===== src/rtl/sprite_pkg.sv =====
// sprite_pkg: shared encodings, per-state frame tables and input bit positions for sprite animation
package sprite_pkg;
    typedef enum logic [2:0] {
        S_IDLE  = 3'd0,
        S_WALK  = 3'd1,
        S_PUNCH = 3'd2,
        S_KICK  = 3'd3,
        S_BLOCK = 3'd4,
        S_HIT   = 3'd5
    } anim_state_t;

    localparam int LEFT  = 0;
    localparam int RIGHT = 1;
    localparam int BLOCK = 2;
    localparam int PUNCH = 3;
    localparam int KICK  = 4;

    localparam int SPRITE_WIDTH    = 128;
    localparam int SPRITE_HEIGHT   = 128;
    localparam int FRAMES_PER_PAGE = 16384;

    function automatic logic [3:0] state_base(anim_state_t s);
        return s == S_WALK  ? 4'd2  :
               s == S_PUNCH ? 4'd6  :
               s == S_KICK  ? 4'd9  :
               s == S_BLOCK ? 4'd13 :
               s == S_HIT   ? 4'd14 : 4'd0;
    endfunction

    function automatic logic [1:0] state_last(anim_state_t s);
        return s == S_WALK  ? 2'd3 :
               s == S_PUNCH ? 2'd2 :
               s == S_KICK  ? 2'd3 :
               s == S_BLOCK ? 2'd0 : 2'd1;
    endfunction

    function automatic logic is_one_shot(anim_state_t s);
        return s == S_PUNCH || s == S_KICK || s == S_HIT;
    endfunction
endpackage


===== src/rtl/frame_tick_gen.sv =====
// frame_tick_gen: one-cycle tick per screen frame from a registered vblank-line compare with edge detect
module frame_tick_gen #(
    parameter int V_BLANK_LINE = 480
) (
    input  logic       clk,
    input  logic       rst_l,
    input  logic [9:0] vCount,
    output logic       tick
);
    logic match_q;
    logic at_line;
    assign at_line = vCount == 10'(V_BLANK_LINE);
    always_ff @(posedge clk or negedge rst_l) begin
        if (!rst_l) begin
            match_q <= 1'b0;
            tick    <= 1'b0;
        end else begin
            match_q <= at_line;
            tick    <= at_line & ~match_q;
        end
    end
endmodule


===== src/rtl/sprite_anim_sequencer.sv =====
// sprite_anim_sequencer: vblank-synchronous animation state and sprite page select for one player
module sprite_anim_sequencer
    import sprite_pkg::*;
#(
    parameter int V_BLANK_LINE = 480,
    parameter int HOLD_TICKS   = 4,
    parameter int PUNCH_ACTIVE = 1,
    parameter int KICK_ACTIVE  = 2
) (
    input  logic       clk,
    input  logic       rst_l,
    input  logic [9:0] vCount,
    input  logic [6:0] player_inputs,
    input  logic [3:0] shield,
    input  logic       hit_pulse,
    output logic [2:0] anim_state,
    output logic [3:0] frame_sel,
    output logic       attack_active,
    output logic       busy
);
    anim_state_t state, state_n, decision, target;
    logic [1:0] frame_idx, frame_n;
    logic [3:0] hold, hold_n, frame_sel_n;
    logic pend_hit, pend_punch, pend_kick, prev_punch, prev_kick;
    logic pend_hit_n, pend_punch_n, pend_kick_n, attack_n, busy_n;
    logic tick, eff_hit, eff_punch, eff_kick, wrap, done, run, restart, consume;
    logic unused_reserved;

    assign unused_reserved = &{1'b0, player_inputs[6:5]};
    assign anim_state = state;

    frame_tick_gen #(.V_BLANK_LINE(V_BLANK_LINE)) u_tick (
        .clk(clk),
        .rst_l(rst_l),
        .vCount(vCount),
        .tick(tick)
    );

    always_ff @(posedge clk or negedge rst_l) begin
        if (!rst_l) begin
            state         <= S_IDLE;
            frame_idx     <= 2'd0;
            hold          <= 4'd0;
            pend_hit      <= 1'b0;
            pend_punch    <= 1'b0;
            pend_kick     <= 1'b0;
            prev_punch    <= 1'b0;
            prev_kick     <= 1'b0;
            frame_sel     <= 4'd0;
            attack_active <= 1'b0;
            busy          <= 1'b0;
        end else begin
            state         <= state_n;
            frame_idx     <= frame_n;
            hold          <= hold_n;
            pend_hit      <= pend_hit_n;
            pend_punch    <= pend_punch_n;
            pend_kick     <= pend_kick_n;
            prev_punch    <= player_inputs[PUNCH];
            prev_kick     <= player_inputs[KICK];
            frame_sel     <= frame_sel_n;
            attack_active <= attack_n;
            busy          <= busy_n;
        end
    end

    // presses arriving on the tick cycle itself are folded in before the decision
    always_comb begin
        eff_hit      = pend_hit | hit_pulse;
        eff_punch    = pend_punch | (player_inputs[PUNCH] & ~prev_punch);
        eff_kick     = pend_kick | (player_inputs[KICK] & ~prev_kick);
        decision     = eff_hit ? S_HIT : eff_punch ? S_PUNCH : eff_kick ? S_KICK :
                       (player_inputs[BLOCK] && shield != 4'd0) ? S_BLOCK :
                       (player_inputs[LEFT] ^ player_inputs[RIGHT]) ? S_WALK : S_IDLE;
        wrap         = hold == 4'(HOLD_TICKS - 1);
        done         = is_one_shot(state) && wrap && frame_idx == state_last(state);
        run          = !is_one_shot(state) || done;
        consume      = run || eff_hit;
        target       = consume ? decision : state;
        restart      = eff_hit || done || target != state;
        state_n      = tick ? target : state;
        frame_n      = !tick ? frame_idx : restart ? 2'd0 :
                       !wrap ? frame_idx : frame_idx == state_last(state) ? 2'd0 : frame_idx + 2'd1;
        hold_n       = !tick ? hold : (restart || wrap) ? 4'd0 : hold + 4'd1;
        pend_hit_n   = tick ? 1'b0 : eff_hit;
        pend_punch_n = (tick && consume) ? 1'b0 : eff_punch;
        pend_kick_n  = (tick && consume) ? 1'b0 : eff_kick;
    end

    always_comb begin
        frame_sel_n = state_base(state_n) + {2'b00, frame_n};
        attack_n    = (state_n == S_PUNCH && frame_n == 2'(PUNCH_ACTIVE)) ||
                      (state_n == S_KICK && frame_n == 2'(KICK_ACTIVE));
        busy_n      = is_one_shot(state_n);
    end
endmodule


===== config.mk =====
export PLATFORM = sky130hd
export DESIGN_NAME = sprite_anim_sequencer
export DESIGN_NICKNAME = d
export VERILOG_FILES = /design/src/rtl/sprite_pkg.sv /design/src/rtl/frame_tick_gen.sv /design/src/rtl/sprite_anim_sequencer.sv
export SDC_FILE = /design/constraint.sdc
export NUM_CORES = 1
export LEC_CHECK = 0
export CAP_MARGIN = 10
export CELL_PAD_IN_SITES_DETAIL_PLACEMENT = 1
export CELL_PAD_IN_SITES_GLOBAL_PLACEMENT = 2
export CORE_UTILIZATION = 30
export CTS_CLUSTER_SIZE = 28
export DETAILED_ROUTE_END_ITERATION = 6
export HOLD_SLACK_MARGIN = 0.08
export PLACE_DENSITY = 0.78
export SYNTH_ARGS = -nofsm -noshare
export SYNTH_HDL_FRONTEND = slang
export SYNTH_SLANG_ARGS = --single-unit

===== constraint.sdc =====
create_clock -name clk -period 4 [get_ports clk]
set_input_delay 1 -clock clk [delete_from_list [all_inputs] [get_ports clk]]
set_output_delay 1 -clock clk [all_outputs]
set_load 0.02 [all_outputs]

==> flow_summary.toml <==
[worst_setup_path]
crit_cells = 13
crit_chain = "clkdlybuf4s50_1 -> o41ai_1 -> nand4b_1 -> o2111a_1 -> a22o_1 -> a211oi_2 -> buf_4 -> mux2_2 -> ha_2 -> buf_4 -> a21oi_1 -> nand2b_1 -> a22o_1"
crit_buf_inv = 3
cpPeakStageDelay_ns = 0.45
worst_ep_arrival_time_ns = 3.98
reg2reg_slack_ns = 0.43
r2r-start = "hold[0]"
required_ns = 4.17
end_kind = "flip-flop"
critPathTopFamily = "compound AO/OA/AOI/OAI gates"
crit_end = "frame_sel[3]"
startpoint = "shield[1]"
cp-start-kind = "input port"
reg2reg_to = "frame_sel[2]"
worstSetupPathType = "input port to flip-flop"
reg2reg_depth = 12
crit_slowest_cell = "o41ai_1"
crit_fanout = 4

[logic_synthesis]
postSynthAreaPerCell_um2 = 9.65
synthSimpleGateAreaFrac = 0.254
synth.distinct_cells = 50
synthXorXnorAreaFrac = 0.0187
synthCells = 146
synthAdderAreaFrac = 0.0409
syn_nets = 174
synth_compound_area_frac = 0.232
synth-edff-count = 0
synthFlopType = "dfrtp_1"
ys_warn_count = 0
seq_area_frac_synth = 0.391
synth-seq-cells = 22
synth_area_mm2 = 0.00141
async_reset_ff_frac = 1.00
synthMuxAreaShare = 0.0231
synth_top_family_by_area = "simple AND/OR/NAND/NOR gates"

[finish]
drive_gt1_frac = 0.188
stdcell_count = 243
final_area_mm2 = 0.00197
syn2layout_area_growth_pct = 39.8
diodes = 0
n_fill_cell = 527
final_nets = 220

[run_status]
violations = "design-rule violations"
outcome = "finished, violations left"

[detailed_routing]
via_per_inst = 5.19
dr.pass1.iters = 6
drtIter0Drc = 59
wl_mm = 3.97
drc_errors = 2
vias = 1262
final_antenna_net_count = 0
routedWlPerCell_um = 16.3

[pwr]
clkPwrFrac = 0.404
switching_share = 0.231
p_leak_nw = 0.799
comb_power_share = 0.150
pwr-share-seq = 0.446
ir_drop_uv = 166
p_switching_mw = 0.122
cellInternalPower_mw = 0.407
power_density_mw_per_mm2 = 269

[clock_network]
clock_latency_ns = 0.27
numClockSinks = 22
clockBufferDepth = 2
cts_tree = "built"
cts_root_buf = "clkbuf_8"
h-tree-depth = 1
hold_buffers = 0
cts.clk_slew.worst_paths_ns = 0.09
numCtsBuffers = 3

[sta]
finalCriticalPeriod_ns = 3.82
relSlewSlack = 0.306
period_share = 0.955
hold_viol = 0
fin_ws_ns = 0.182
tightest_slew_ns = 1.04
finClkSkew_ns = 0.00397
setup_violations = 0
rsz0062_at_grt = "false"
hold_ws_ns = 0.398
timing.final.max_slew_violations = 0
fmax_mhz = 262

[floorplan]
die_h_um = 70.5
start_util = 0.317
num_rows = 24
dieWidth_um = 70.5
core_region_area_mm2 = 0.00444
ios = 33
die_area_mm2 = 0.00497

[worst_hold_path]
hold_path_depth = 1
hp-class = "flip-flop to flip-flop"
holdCritStartpoint = "u_tick.match_q"

[placement]
place_congestion = 0.887
place_hpwl_mm = 2.98
post-place-ws_ns = -0.235
port_buffers = 30
dpl_cell_area_mm2 = 0.00187
place_inst = 238

[grt]
antenna_found_initial = 0
grt_max_degree = 23
grt_overflow = 0
grt_util_all_layers = 0.176
grt_pass1_vias = 1360
grt_pass1_wl_mm = 6.87

[flow_run]
cap_violations = 0
-- final cells by class --
cell class	count	area, µm²	area share
multi-input combinational	109	817	0.415
sequential	22	551	0.280
timing repair buffer	48	435	0.221
tap	52	65.1	0.0330
clock buffer	3	41.3	0.0210
clock inverter	1	30.0	0.0152
inverter	8	30.0	0.0152
-- registers in the layout, indices dropped and copies added (netlist names), 2 cells and up --
register,cells
anim_state,3
frame_idx,2
frame_sel,4
hold,4
-- power by group through the flow --
stage / clock network [mW] / logic, mW / registers (mW)
after global routing: 0.227 / 0.0869 / 0.237
after detailed placement: 0 / 0.0789 / 0.240
after CTS: 0.220 / 0.0797 / 0.236
after global placement: 0 / 0.0765 / 0.239
final: 0.214 / 0.0792 / 0.236
after floorplan: 0 / 0.0274 / 0.241
-- layout by cell type, fill, tap and decap left out, drive strengths merged, types with 4 or more instances in the layout --
cell           count
a21oi              4
dfrtp             22
o21ai              8
nor2               8
clkdlybuf4s50     30
nand2b             6
buf               18
a22o               5
a31oi              4
nor2b              5
inv                8
nand2              8
nor3               6
-- layer usage --
metal | global-route usage | vias to the layer above | wire length (µm)
met1 | 0.229 | 610 | 1920
met3 | 0.0299 | 4 | 79
met4 | 0.0333 | 0 | 22
met5 | 0 | - | 0
li1 | - | 630 | -
met2 | 0.312 | 18 | 1940
-- worst min-delay path by stage --
stage | slack, ns | to
after floorplan | 0.38 | u_tick.tick
after global placement | 0.38 | u_tick.tick
after detailed placement | 0.39 | u_tick.tick
after CTS | 0.40 | u_tick.tick
after global routing | 0.43 | u_tick.tick
final | 0.40 | u_tick.tick
-- through the flow --
step | setup TNS, ns | power, mW | util
final | 0 | 0.529 | 0.443
after global routing | 0 | 0.552 | 0.443
after detailed placement | -0.562 | 0.319 | 0.422
after CTS | 0 | 0.536 | 0.438
after global placement | -0.219 | 0.316 | 0.422
after floorplan | 0 | 0.268 | -
-- logic make-up after synthesis --
group	count (synthesis)
flip-flops	22
adder cells (fa/ha/maj)	4
AND/OR/NAND/NOR	56
AO/OA/AOI/OAI	43
multiplexers	3
XOR/XNOR	3
buffers and inverters	15
-- Yosys cell counts, drive strengths merged, types with 2 or more instances --
library cell	n	area, µm²
a21o	3	22.5
a21oi	4	20.0
a22o	5	43.8
a31oi	4	25.0
and2	2	12.5
clkbuf	6	22.5
dfrtp	22	551
ha	3	37.5
inv	8	30.0
mux2	2	22.5
nand2	8	30.0
nand2b	6	37.5
nand3	3	20.0
nand4b	2	17.5
nor2	8	30.0
nor2b	5	31.3
nor3	6	30.0
nor3b	2	15.0
o2111a	2	22.5
o211a	2	20.0
o211ai	2	15.0
o21a	2	15.0
o21ai	8	40.0
o22ai	3	31.3
o31ai	2	15.0
or2	3	18.8
xor2	2	17.5
-- what timing repair did --
action | CTS | global route
gates resized for setup | 0 | 4
endpoints found under the setup margin | 0 | 3
buffers inserted | 0 | 1
Note: power is estimated with default switching activity, not from simulation.
